<file path="src/rtl/csi2_pkt_handler.sv">
// CSI-2 packet parser for the D-PHY slave word stream.
// Checks the header ECC, turns short packets into sync pulses and
// forwards long-packet payload as byte-enabled words with the CRC removed.
module csi2_pkt_handler #(
   parameter logic ECC_CHECK = 1'b1
) (
   input  logic        clk_i,
   input  logic        rst_n_i,
   input  logic        enable_i,
   input  logic [31:0] data_i,
   input  logic        valid_i,
   output logic        pkt_done_o,
   output logic [31:0] payload_data_o,
   output logic [3:0]  payload_be_o,
   output logic        payload_valid_o,
   output logic        payload_last_o,
   output logic [5:0]  payload_dt_o,
   output logic [1:0]  payload_vc_o,
   output logic        frame_start_o,
   output logic        frame_end_o,
   output logic        line_start_o,
   output logic        line_end_o,
   output logic [15:0] short_data_o,
   output logic        ecc_err_o
);

   localparam logic ST_HEADER = 1'b0;
   localparam logic ST_BODY   = 1'b1;

   // Each ECC bit is the parity of the header bits selected by its mask;
   // the two top ECC bits are always zero.
   function automatic logic [7:0] ecc_calc(input logic [23:0] h);
      ecc_calc = {2'b00,
                  ^(h & 24'hEFFC00), ^(h & 24'hDF03F0), ^(h & 24'hB8E38E),
                  ^(h & 24'h749A6D), ^(h & 24'hF2555B), ^(h & 24'hF12CB7)};
   endfunction

   logic        state;
   logic [16:0] rem;

   logic        ecc_bad;
   logic [16:0] pay_left;
   logic [2:0]  nbytes;
   logic [3:0]  be_calc;
   logic        last_calc;
   logic [16:0] rem_next;

   // Header check and body byte accounting for the word currently on data_i.
   always_comb begin
      // NOTE: every always_comb output gets a default first so no path can
      // leave it unassigned and infer a latch.
      be_calc   = 4'h0;
      ecc_bad   = (data_i[31:24] != ecc_calc(data_i[23:0]));
      pay_left  = (rem > 17'd2) ? (rem - 17'd2) : 17'd0;
      nbytes    = (pay_left >= 17'd4) ? 3'd4 : pay_left[2:0];
      case (nbytes)
         3'd1:    be_calc = 4'h1;
         3'd2:    be_calc = 4'h3;
         3'd3:    be_calc = 4'h7;
         3'd4:    be_calc = 4'hF;
         default: be_calc = 4'h0;
      endcase
      last_calc = ((rem - {14'd0, nbytes}) == 17'd2);
      rem_next  = (rem > 17'd4) ? (rem - 17'd4) : 17'd0;
   end

   // Parser state, remaining byte count and all registered outputs.
   always_ff @(posedge clk_i or negedge rst_n_i) begin
      if (!rst_n_i) begin
         state           <= ST_HEADER;
         rem             <= 17'd0;
         pkt_done_o      <= 1'b0;
         payload_data_o  <= 32'd0;
         payload_be_o    <= 4'd0;
         payload_valid_o <= 1'b0;
         payload_last_o  <= 1'b0;
         payload_dt_o    <= 6'd0;
         payload_vc_o    <= 2'd0;
         frame_start_o   <= 1'b0;
         frame_end_o     <= 1'b0;
         line_start_o    <= 1'b0;
         line_end_o      <= 1'b0;
         short_data_o    <= 16'd0;
         ecc_err_o       <= 1'b0;
      end else begin
         // NOTE: sequential state uses non-blocking assignments so every
         // register samples pre-edge values regardless of statement order.
         pkt_done_o      <= 1'b0;
         payload_valid_o <= 1'b0;
         payload_last_o  <= 1'b0;
         frame_start_o   <= 1'b0;
         frame_end_o     <= 1'b0;
         line_start_o    <= 1'b0;
         line_end_o      <= 1'b0;
         ecc_err_o       <= 1'b0;

         if (!enable_i) begin
            state <= ST_HEADER;
            rem   <= 17'd0;
         end else if (valid_i) begin
            if (state == ST_HEADER) begin
               if (ECC_CHECK && ecc_bad) begin
                  ecc_err_o  <= 1'b1;
                  pkt_done_o <= 1'b1;
               end else if (data_i[5:0] <= 6'h0F) begin
                  case (data_i[5:0])
                     6'h00:   frame_start_o <= 1'b1;
                     6'h01:   frame_end_o   <= 1'b1;
                     6'h02:   line_start_o  <= 1'b1;
                     6'h03:   line_end_o    <= 1'b1;
                     default: ;
                  endcase
                  short_data_o <= data_i[23:8];
                  pkt_done_o   <= 1'b1;
               end else begin
                  payload_dt_o <= data_i[5:0];
                  payload_vc_o <= data_i[7:6];
                  rem          <= {1'b0, data_i[23:8]} + 17'd2;
                  state        <= ST_BODY;
               end
            end else begin
               if (nbytes != 3'd0) begin
                  payload_valid_o <= 1'b1;
                  payload_data_o  <= data_i;
                  payload_be_o    <= be_calc;
                  payload_last_o  <= last_calc;
               end
               rem <= rem_next;
               if (rem_next == 17'd0) begin
                  pkt_done_o <= 1'b1;
                  state      <= ST_HEADER;
               end
            end
         end
      end
   end

endmodule

</file>
<file path="config.mk">
export PLATFORM = sky130hd
export DESIGN_NAME = csi2_pkt_handler
export DESIGN_NICKNAME = d
export VERILOG_FILES = /design/src/rtl/csi2_pkt_handler.sv
export SDC_FILE = /design/constraint.sdc
export NUM_CORES = 1
export LEC_CHECK = 0
export ABC_AREA = 1
export CAP_MARGIN = 20
export CELL_PAD_IN_SITES_DETAIL_PLACEMENT = 1
export CELL_PAD_IN_SITES_GLOBAL_PLACEMENT = 2
export CORE_ASPECT_RATIO = 1.5
export CORE_MARGIN = 8
export CORE_UTILIZATION = 31
export DETAILED_ROUTE_END_ITERATION = 8
export GPL_TIMING_DRIVEN = 0
export HOLD_SLACK_MARGIN = 0.02
export PLACE_DENSITY_LB_ADDON = 0.25
export REMOVE_ABC_BUFFERS = 1
export SYNTH_ARGS = -nofsm -noshare
export SYNTH_HDL_FRONTEND = slang
export SYNTH_SLANG_ARGS = --single-unit
</file>
<file path="constraint.sdc">
create_clock -name clk_i -period 4.25 [get_ports clk_i]
set_input_delay 0.425 -clock clk_i [delete_from_list [all_inputs] [get_ports clk_i]]
set_output_delay 0.425 -clock clk_i [all_outputs]
set_load 0.05 [all_outputs]
</file>
### Word-level counts from Yosys, hierarchy flattened

Cells that the tools add are included.

* bits in registers: 86
* output and inout port bits: 68
* logic and storage cells: 108

* $add $sub $neg: 4
* order comparisons: 4
* eq/ne operators: 12
* multiplexer cells: 57
* bitwise gates (word level): 3
* reduce and logical (&&, ||, !) cells: 13

Operators with widths (number)
* 24-bit XOR reduction: 6
* 17-bit 2-to-1 mux: 7
* 1-bit 2-to-1 mux: 48
* 16-bit by 2-bit adder with 17-bit output (second input constant): 1
* 17-bit by 2-bit == test with 1-bit output (second input constant): 1
* 17-bit by 3-bit greater-or-equal comparator with 1-bit output (second input constant): 1
* 17-bit by 2-bit greater-than comparator with 1-bit output (second input constant): 1
* 17-bit by 3-bit greater-than comparator with 1-bit output (second input constant): 1
* 17-bit zero test: 1
* 17-bit by 2-bit subtractor with 17-bit output (second input constant): 1
* 17-bit by 3-bit subtractor with 17-bit output: 1
* 17-bit by 3-bit subtractor with 17-bit output (second input constant): 1
* 4-bit case mux with 4 select lines: 1
* 6-bit by 2-bit == test with 1-bit output (second input constant): 2
* 5-bit AND reduction: 2
* 8-bit by 6-bit != test with 1-bit output: 1
* 3-bit by 2-bit == test with 1-bit output (second input constant): 2
* 6-bit by 1-bit == test with 1-bit output (second input constant): 1
* 6-bit by 4-bit <= comparator with 1-bit output (second input constant): 1
* 6-bit zero test: 1
* 3-bit != test (second input constant): 2
* 4-bit AND reduction: 1
* 3-bit by 1-bit == test with 1-bit output (second input constant): 1
* 3-bit == test (second input constant): 1
* 5 further kinds: 7

### Depth between registers and ports, before layout

Gate-level depths: netlist (run 1).

* depth in word-level cells: 10
* mapped depth: 26

### Least setup slack after synthesis (run 1)

OpenSTA, ideal clock, no wires.

* path kind: flip-flop to flip-flop
* start point: reg rem[2]
* end point: reg payload_last_o
* setup time: 0.071 ns
* arrival: 2.922 ns
* required time: 4.179 ns
* path slack: 1.257 ns
* stages on the path, launching flop included: 25
* cells stage by stage: dfrtp_1 -> inv_1 -> ha_1 -> nand2_1 -> nand2_1 -> nor2_4 -> nand2_1 -> nand2_1 -> nand2_1 -> nor2_1 -> nand2_1 -> nor2_2 -> nand4_1 -> ha_1 -> inv_1 -> nor2_1 -> nor2_1 -> inv_1 -> nand2_4 -> nand2_1 -> o21ai_0 -> nand3_1 -> nor2_1 -> nand3_1 -> nor2_1

* word-level cells in the longest chain between the ends: 10
* elaborated cells on any way between the ends: 12
* classes of those cells: add/sub (2); order compare (2); eq/ne (1); mux (6); reduce/logical (1)

Ends and longest elaborated chain
* start: declaration: line 39 `logic [16:0] rem;`
* start signal: assignment: line 118 `rem <= {1'b0, data_i[23:8]} + 17'd2;`
* start signal: assignment: line 128 `rem <= rem_next;`
* 17-bit by 2-bit subtractor with 17-bit output or 17-bit by 2-bit greater-than comparator with 1-bit output (tied branches): line 54 `pay_left = (rem > 17'd2) ? (rem - 17'd2) : 17'd0;`
* 17-bit 2-to-1 mux: line 54
* 17-bit by 3-bit greater-or-equal comparator with 1-bit output: line 55 `nbytes = (pay_left >= 17'd4) ? 3'd4 : pay_left[2:0];`
* 3-bit 2-to-1 mux: line 55
* 17-bit by 3-bit subtractor with 17-bit output: line 63 `last_calc = ((rem - {14'd0, nbytes}) == 17'd2);`
* 17-bit by 2-bit == test with 1-bit output: line 63
* 1-bit 2-to-1 mux *: line 122 `if (nbytes != 3'd0) begin`
* 1-bit 2-to-1 mux *: line 101 `if (state == ST_HEADER) begin`
* 1-bit 2-to-1 mux *: line 100 `end else if (valid_i) begin`
* 1-bit 2-to-1 mux *: line 97 `if (!enable_i) begin`
* end signal: assignment: line 126 `payload_last_o <= last_calc;`
* end: declaration: line 16 `output logic payload_last_o,`

Mark *: on every way between the ends. The rest lies on a longest branch, timed or not.
A chain may end at the register's enable or synchronous reset.

### Worst setup path after layout (run 1)

Same ends and word-level chain as after synthesis.

==> qor.txt, run 1 <==
Sequential Power Share: 30.7%
Total negative setup slack: 0 ns
Clock Sinks: 86
Routed Antenna Nets: 0
Die W: 129 um
Post-synth top cells: nand2_1, dfrtp_1, inv_1
Sw Pwr: 1.63 mW
Synthesized cell area: 5940 um2
TritonCTS clock tree: done
Gr usage total: 18.3%
Average cell area after synthesis: 7.63 um2
Final Cycle Share: 92.0%
CTS Root Cell: clkbuf_16
Row cnt: 62
CP Max Fanout: 9
Layout cells sized above 1: 12.4%
Area leader, netlist: dfrtp_1
Area contributors post-synth: dfrtp_1, nand2_1, xnor2_1
Die area: 23900 um2
P_leak: 3.54 nW
Most frequent cell after synthesis: nand2_1
Clock power share: 21.2%
Die Ht: 186 um
Global-route wire length before repair: 33500 um
Max Fclk: 0.256 GHz
Final Hold Viols: 0
Slew @ Worst Pin: 0.662 ns
DRC: 0
Drt initial violations: 202
Critical Path Start: rem[2]
Clock Latency Late Sink: 0.34 ns
Clk pin slew, worst setup/hold paths: 0.06 ns
Via Count: 5499
Outcome: complete, no violations
Core ar.: 19000 um2
Slew Viols, Final: 0
CP Launch Type: flip-flop
FF-to-FF path depth: 24
Placer Congestion: 0.919
Starting Density: 31.3%
Vias in the first global route: 6066
Kind of critical path: reg2reg
Antenna violations before repair: 0
Fraction of registers with async set/reset: 100%
Post-Syn Instances: 779
CP endpoint kind: flip-flop
Unique masters post-synth: 42
Area post-placement: 7160 um2
Yosys top cell area share: 36.2%
Max_cap viols: 0
Detailed Place HPWL: 17300 um
Final net count: 932
Total Wirelength: 21200 um
Area Growth Syn to Fin: 26.1%
Critical path arrival: 4.14 ns
Min setup slack post-route: 0.339 ns
Final Skew: 0.00823 ns
Vias per cell: 4.84
Switching share of power: 45.7%
R2R Setup Slk: 0.34 ns
Max clock buf depth: 2
Register area: 2150 um2
Final min period: 3.91 ns
IO Count: 104
Peak supply drop: 0.275 mV
Worst r2r src: rem[2]
Cell area after layout: 7490 um2
PD cells: 474 nW/um2
Pre-CTS WS: -0.107 ns
Pint: 1.93 mW
Top_reg_cell synth: dfrtp_1
Max-slew headroom: 55.9%
Drt first pass iters: 4
Drt wl/cell: 18.7 um
Hold WS: 0.478 ns
Synth Warn #: 0
Count of final setup violators: 0
Worst Hold Class: reg2reg
Diode count: 0
PortBufs: 103
FF+latch count, synth: 86
Min-delay src: payload_be_o[0]
Critical Path End: payload_last_o
Sequential share of the synthesized area: 36.2%
Area of the multi-input gates: 3330 um2
# H-tree levels: 3
Logic pwr share: 48.1%
Post-synth EDFFs: 0
TritonCTS Buffers: 9
Largest net degree at the start of global routing: 69
Fillers: 2356
RR Endpoint: payload_last_o
WP data required: 4.48 ns
Grt ovf: 0
repair_timing:
item,in CTS,in global routing
resized for setup,1,3
endpoints found under the hold margin,18,0
buffers inserted,0,4
hold buffers,1,0
pin swaps,0,0
endpoints found under the setup margin,1,1
registers in the layout, indices dropped and copies added (netlist names):
register,cells
state,1
payload_data_o,32
frame_start_o,1
payload_dt_o,6
line_end_o,1
payload_vc_o,2
payload_last_o,1
frame_end_o,1
short_data_o,16
line_start_o,1
rem,17
ecc_err_o,1
pkt_done_o,1
payload_valid_o,1
payload_be_o,4
critical path, cell delays in order, from the launching register on:
cell        delay (ns)
dfrtp_2           0.48
clkinvlp_4        0.21
ha_1              0.24
nand2_1           0.15
nand2_1           0.20
nor2_4            0.22
nand2_1           0.09
nand2_1           0.06
nand2_1           0.06
nor2_1            0.09
nand2_1           0.07
nor2_2            0.19
nand4_1           0.17
ha_1              0.34
inv_1             0.06
nor2_1            0.03
nor2_1            0.11
inv_1             0.10
nand2_4           0.13
nand2_1           0.08
o21ai_0           0.17
nand3_1           0.09
nor2_1            0.12
nand3_1           0.07
nor2_1            0.23
cell usage in the layout (no fill, tap or decap), types with 4 or more instances in the layout:
master           instances
nand2_1                215
clkdlybuf4s50_1        102
dfrtp_1                 84
inv_1                   74
nor2_1                  56
nand3_1                 49
o21ai_0                 44
xnor2_1                 34
o21ai_2                 30
xor2_1                  29
nand2_2                 22
ha_1                    21
nand4_1                 17
a21oi_1                 12
nor3_1                  12
clkbuf_16                9
nor2_2                   8
buf_4                    5
clkinvlp_4               4
nand2_4                  4
inv_2                    4
nor3b_1                  4
o21ai_1                  4
kinds of logic (layout without fill, tap and decap cells):
group                    after synthesis  after routing  share of synthesized area, %
adder cells (fa/ha/maj)               21             21                          4.42
buffers and inverters                104            205                          7.75
AO/OA/AOI/OAI                        101            101                          10.8
XOR/XNOR                              64             64                          9.56
flip-flops                            86             86                          36.2
AND/OR/NAND/NOR                      403            403                          31.2
through the flow:
stage	std cells	utilization [%]	power (mW)
5_1_grt	1136	39.4	3.78
6_report	1136	39.4	3.56
3_5_place_dp	1115	37.7	2.82
3_3_place_gp	1114	37.5	2.78
2_1_floorplan	755	-	2.21
4_1_cts	1132	39.2	3.59
power groups by stage:
stage / Combinational [mW] / Sequential (mW) / Clock (mW)
final: 1.71 / 1.09 / 0.754
after global routing: 1.86 / 1.11 / 0.810
after CTS: 1.72 / 1.09 / 0.780
after detailed placement: 1.71 / 1.11 / 0
after global placement: 1.68 / 1.10 / 0
after floorplan: 0.762 / 1.45 / 0
worst min path at each step:
stage | end | cells after the start
floorplan | ecc_err_o | 0
global placement | payload_be_o[0] | 1
detailed placement | payload_data_o[10] | 1
CTS | payload_be_o[0] | 1
global route | payload_be_o[0] | 1
finish | payload_be_o[0] | 1
cell type report:
cell class | instances | share of cell area, %
multi-input cells | 589 | 44.5
flip-flops and latches | 86 | 28.8
repair buffers | 109 | 14.6
well taps | 256 | 4.27
inverters | 80 | 4.06
clock buffers | 10 | 3.19
clock inverters | 6 | 0.601
routing by layer:
layer	track usage (%)	vias to the layer above	part of all wire, %	routed length (um)
met5	0	-	0	0
met4	7.65	0	3.4	728
met3	3.93	32	3.6	773
met2	36.0	84	57	12100
met1	17.7	2703	36	7670
li1	-	2680	-	-
Power figures use the tool's default switching activity.
==> inputs of run 2 (changes only) <==
- CORE_ASPECT_RATIO: 1.5 -> 0.7
- SETUP_SLACK_MARGIN: unset -> 0.5
==> qor.txt, run 2 (synthesized netlist as in run 1, its figures left out) <==
Max Fclk: 0.271 GHz (+5.9%)
Sequential Power Share: 29.2% (-1.5 points)
Die W: 181 um (+41%)
Clk pin slew, worst setup/hold paths: 0.07 ns (about the same)
Vias in the first global route: 5937 (-2.1%)
Total Wirelength: 21200 um (about the same)
Final Hold Viols: 0 (unchanged)
Drt wl/cell: 18.8 um (+0.70%)
Largest register FFs: 32 (unchanged)
Via Count: 5675 (+3.2%)
Most frequent cells in the layout: nand2_1, clkdlybuf4s50_1, dfrtp_1, inv_1, nor2_1
Count of final setup violators: 0 (unchanged)
Switching share of power: 45.6% (-0.12 points)
DRC: 0 (unchanged)
Unrepaired setup endpoints after global routing: true
CP Launch Type: flip-flop
# H-tree levels: 3 (unchanged)
Fillers: 2276 (-3.4%)
WP data required: 4.52 ns (+0.04 ns)
Final Non-Filler Cells: 1128 (-0.70%)
Row cnt: 42 (-32%)
PortBufs: 103 (unchanged)
Max_cap viols: 0 (unchanged)
Detailed Place HPWL: 16600 um (-4.1%)
Worst Hold Class: reg2reg
CP endpoint kind: flip-flop
Clock power share: 22.7% (+1.5 points)
PD cells: 484 nW/um2 (+1.9%)
Final net count: 938 (+0.64%)
Commonest non-fill, non-tap cell in the layout: nand2_1
Slew @ Worst Pin: 0.705 ns (+0.0433 ns)
Max clock buf depth: 2 (unchanged)
Layout cells sized above 1: 14.2% (+1.8 points)
IO Count: 104 (unchanged)
CP Max Fanout: 9 (unchanged)
Largest regs: payload_data_o: 32 flops, rem: 17 flops, short_data_o: 16 flops
Final min period: 3.69 ns (-0.217 ns)
Biggest register: payload_data_o
TritonCTS clock tree: done
Sw Pwr: 1.68 mW (+3.3%)
Largest net degree at the start of global routing: 65 (-5.8%)
TritonCTS Buffers: 9 (unchanged)
Die Ht: 132 um (-29%)
Gr usage total: 17.6% (-0.66 points)
Placed cell count: 1101 (-1.3%)
Drt first pass iters: 5 (+1)
Kind of critical path: reg2reg
Logic pwr share: 48.1% (about the same)
Clock Sinks: 86 (unchanged)
CTS Root Cell: clkbuf_16
Drt initial violations: 380 (+88%)
Final Cycle Share: 86.9% (-5.1 points)
Global-route wire length before repair: 33900 um (+1.2%)
Peak supply drop: 0.208 mV (-24%)
Diode count: 0 (unchanged)
Routed Antenna Nets: 0 (unchanged)
Critical path arrival: 3.96 ns (-0.18 ns)
Clock Latency Late Sink: 0.34 ns (about the same)
P_leak: 3.58 nW (+1.4%)
Starting Density: 31.5% (+0.23 points)
Area Growth Syn to Fin: 28.1%
Outcome: complete, no violations
Max-slew headroom: 52.8% (-3.1 points)
Slew Viols, Final: 0 (unchanged)
Final Skew: 0.00576 ns (-0.00247 ns)
Vias per cell: 5.03 (+3.9%)
Pint: 2.00 mW (+3.7%)
Grt ovf: 0 (unchanged)
Die area: 23900 um2 (about the same)
Pwr Total: 3.68 mW (+3.5%)
Antenna violations before repair: 0 (unchanged)
Placer Congestion: 0.845 (-8.1%)
Core ar.: 18900 um2 (-0.74%)
run 2: through the flow:
step                cell area (um2)  setup slack, ns  TNS, ns  util, %  hold WS [ns]
floorplan                      5780             1.25        0        -         0.129
global placement               7120           -0.437   -36.79     37.7         0.451
detailed placement             7140          -0.0394  -0.0394     37.8         0.374
CTS                            7510            0.509        0     39.8         0.481
global route                   7610            0.365        0     40.3         0.509
finish                         7610            0.557        0     40.3         0.474
run 2: critical path: stages (launching register included):
cell,delay (ns)
dfrtp_2,0.43
clkinvlp_4,0.08
buf_4,0.15
ha_4,0.19
nand2_4,0.09
nor2_4,0.16
nand2_1,0.09
nand2_1,0.06
nand2_1,0.06
nor2_2,0.18
nand2_1,0.09
nor2_2,0.18
nand4_1,0.18
ha_1,0.33
inv_1,0.06
nor2_1,0.03
nor2_1,0.12
inv_1,0.10
nand2_4,0.16
nand2_1,0.09
o21ai_0,0.19
nand3_1,0.15
nor2_4,0.18
nand3_1,0.11
nor2_2,0.13
run 2: path summary, 6_finish.rpt:
| kind | from | end | slack [ns] | cells after the start |
|---|---|---|---|---|
| setup reg to reg | rem[2] | payload_last_o | 0.56 | 24 |
| min in group asynchronous | rst_n_i | payload_data_o[7] | 0.53 | 2 |
| hold reg to reg | payload_be_o[0] | payload_be_o[0] | 0.47 | 1 |
| hold / removal | payload_be_o[0] | payload_be_o[0] | 0.47 | 1 |
| max in group asynchronous | rst_n_i | rem[2] | 3.05 | 3 |
| setup / recovery | rem[2] | payload_last_o | 0.56 | 24 |
run 2: what timing repair did:
item,4_1_cts,5_1_grt
cloned,0,1
endpoints found under the setup margin,8,32
resized for setup,8,13
hold endpoints to repair,26,0
setup buffers,5,4
hold buffers,1,0
pin swaps,1,2
run 2: metal layers:
| layer | vias up | GRT usage, % | part of all wire, % |
|---|---|---|---|
| met5 | - | 0 | 0 |
| met4 | 0 | 2.91 | 0.70 |
| met3 | 14 | 3.85 | 5.4 |
| met2 | 120 | 25.4 | 41 |
| met1 | 2833 | 26.5 | 53 |
| li1 | 2708 | - | - |
run 2: power by group through the flow:
stage                     clock network, mW  logic, mW  registers [mW]
after detailed placement                  0       1.71            1.09
after global placement                    0       1.69            1.09
final                                 0.836       1.77            1.07
after CTS                             0.863       1.75            1.08
after floorplan                           0      0.762            1.45
after global routing                  0.888       1.93            1.09
run 2: layout make-up:
type	instances	area [um2]	area share, %
multi-input combinational	590	3410	44.8
clock buffer	9	225	2.96
inverter	80	304	4.00
timing repair buffer	114	1130	14.9
sequential	86	2160	28.3
tap	242	303	3.98
clock inverter	7	78.8	1.04
==> inputs of run 3 (changes only) <==
- CORE_UTILIZATION: 31 -> 32
- CTS_BUF_LIST: unset -> sky130_fd_sc_hd__clkbuf_4
==> qor.txt, run 3 (synthesized netlist as in run 1, its figures left out) <==
Outcome: complete, no violations
Hold WS: 0.397 ns (-0.0768 ns)
Core ar.: 18100 um2 (-4.0%)
Largest net degree at the start of global routing: 65 (unchanged)
Worst Hold Class: in2async
Total negative setup slack: 0 ns (unchanged)
Slew Viols, Final: 0 (unchanged)
IO Count: 104 (unchanged)
Sequential Power Share: 32.1% (+2.9 points)
Crit path buffers/inverters: 3 (-1)
Starting Density: 32.8% (+1.3 points)
Final Skew: 0.0229 ns (+0.0171 ns)
Placer Congestion: 0.851 (+0.66%)
Clock power share: 15.2% (-7.5 points)
Largest register FFs: 32 (unchanged)
DRC: 0 (unchanged)
Final Hold Viols: 0 (unchanged)
Commonest non-fill, non-tap cell in the layout: nand2_1
Kind of critical path: reg2reg
TritonCTS Buffers: 9 (unchanged)
Logic pwr share: 52.6% (+4.5 points)
Placed cell count: 1095 (-0.54%)
Slowest-stage cell, CP: dfrtp_2
Die Ht: 130 um (-1.4%)
Max_cap viols: 0 (unchanged)
Drt initial violations: 413 (+8.7%)
Max clock buf depth: 2 (unchanged)
Detailed Place HPWL: 16600 um (+0.23%)
WP data required: 4.63 ns (+0.11 ns)
Routed Antenna Nets: 0 (unchanged)
Switching share of power: 48.7% (+3.1 points)
Slew @ Worst Pin: 0.759 ns (+0.0537 ns)
Max-slew headroom: 49.2% (-3.6 points)
Count of final setup violators: 0 (unchanged)
CP Launch Type: flip-flop
Total Wirelength: 20700 um (-2.5%)
Vias in the first global route: 5845 (-1.5%)
Row cnt: 41 (-2.4%)
Final Cycle Share: 85.6% (-1.4 points)
Final min period: 3.64 ns (-0.0575 ns)
Area post-placement: 7130 um2 (-0.11%)
TritonCTS clock tree: done
Clock Latency Late Sink: 0.47 ns (+0.13 ns)
CP cell instances: inv_1, ha_2, nand2_4, nor2_4, nand2_1, nand2_1, nand2_1, nor2_2, nand2_1, nor2_4, nand4_1, ha_1, inv_1, nor2_1, nor2_1, inv_1, nand2_4, nand4_1, nand2_1, nand3_1, nor2_2, nand3_1, nor2_2
Die area: 23300 um2 (-2.8%)
Most frequent cells in the layout: nand2_1, clkdlybuf4s50_1, dfrtp_1, inv_1, nor2_1
R2R Setup Slk: 0.61 ns (+0.06 ns)
P_leak: 3.52 nW (-1.9%)
Cell area after layout: 7420 um2 (-2.5%)
Global-route wire length before repair: 33300 um (-1.7%)
PD cells: 453 nW/um2 (-6.4%)
Largest regs: payload_data_o: 32 flops, rem: 17 flops, short_data_o: 16 flops
Peak supply drop: 0.200 mV (-3.8%)
Final Non-Filler Cells: 1121 (-0.62%)
Area Growth Syn to Fin: 24.9%
Pwr Total: 3.36 mW (-8.8%)
# H-tree levels: 3 (unchanged)
Grt ovf: 0 (unchanged)
Gr usage total: 18.3% (+0.68 points)
Unrepaired setup endpoints after global routing: true
Clock Sinks: 86 (unchanged)
PortBufs: 103 (unchanged)
Layout cells sized above 1: 13.9% (-0.32 points)
Diode count: 0 (unchanged)
Sw Pwr: 1.64 mW (-2.6%)
Biggest register: payload_data_o
Pint: 1.72 mW (-14%)
Drt wl/cell: 18.5 um (-1.9%)
Most Frequent Cell on Critical Path: nand2_1
Critical path arrival: 4.02 ns (+0.06 ns)
Vias per cell: 5.02 (-0.24%)
Die W: 179 um (-1.4%)
Clk pin slew, worst setup/hold paths: 0.16 ns (+0.09 ns)
CP endpoint kind: flip-flop
Antenna violations before repair: 1 (+1)
Final net count: 937 (-0.11%)
Via Count: 5626 (-0.86%)
CTS Root Cell: clkbuf_4
Max Fclk: 0.275 GHz (+1.6%)
Family with the most delay on the worst path: simple AND/OR/NAND/NOR gates
Drt first pass iters: 6 (+1)
Critical Path Max Stage Delay: 0.49 ns (+0.06 ns)
CP Max Fanout: 7 (-2)
## run 3: power groups by stage
stage	combinational, mW	sequential, mW	clock [mW]
final	1.77	1.08	0.512
after global routing	1.92	1.10	0.556
after CTS	1.75	1.08	0.528
after detailed placement	1.72	1.09	0
after global placement	1.68	1.09	0
after floorplan	0.762	1.45	0
## run 3: what timing repair did
action / CTS / global route
pin swaps: 1 / 3
hold buffers: 1 / 0
endpoints found under the setup margin: 8 / 16
buffers inserted: 4 / 5
hold endpoints to repair: 25 / 0
gates resized for setup: 10 / 8
## run 3: cell type report
class / count / area (um2)
Timing Repair Buffer: 114 / 1130
Tap cell: 236 / 295
Clock inverter: 7 / 78.8
Multi-Input combinational cell: 589 / 3380
Fill cell: 2227 / 10700
Clock buffer: 9 / 67.6
Sequential cell: 86 / 2160
Inverter: 80 / 304
## run 3: routing by layer
metal / GRT usage (%) / up-vias / wire (um)
met1: 27.9 / 2780 / 10800
met4: 1.89 / 2 / 88
met5: 0 / - / 9
met3: 4.07 / 13 / 1320
li1: - / 2696 / -
met2: 26.5 / 135 / 8470
## run 3: through the flow
step                util (%)  setup slack, ns
floorplan                  -             1.25
global placement        39.3           -0.471
detailed placement      39.4          -0.0708
CTS                     40.6            0.542
global route            41.0            0.360
finish                  41.0            0.614
## run 3: worst paths after layout
check | start | end | cells after the start
min | rst_n_i | payload_data_o[7] | 2
max reg2reg | rem[3] | payload_last_o | 23
min in group clk_i | payload_be_o[0] | payload_be_o[0] | 1
min reg2reg | payload_be_o[0] | payload_be_o[0] | 1
max | rem[3] | payload_last_o | 23
max in group asynchronous | rst_n_i | rem[1] | 3
## run 3: worst register-to-register path, cell delays in order (launching register included)
cell     delay [ns]
dfrtp_2        0.49
inv_1          0.14
ha_2           0.30
nand2_4        0.11
nor2_4         0.20
nand2_1        0.10
nand2_1        0.07
nand2_1        0.06
nor2_2         0.14
nand2_1        0.11
nor2_4         0.12
nand4_1        0.14
ha_1           0.33
inv_1          0.06
nor2_1         0.03
nor2_1         0.12
inv_1          0.11
nand2_4        0.11
nand4_1        0.10
nand2_1        0.12
nand3_1        0.11
nor2_2         0.22
nand3_1        0.13
nor2_2         0.14
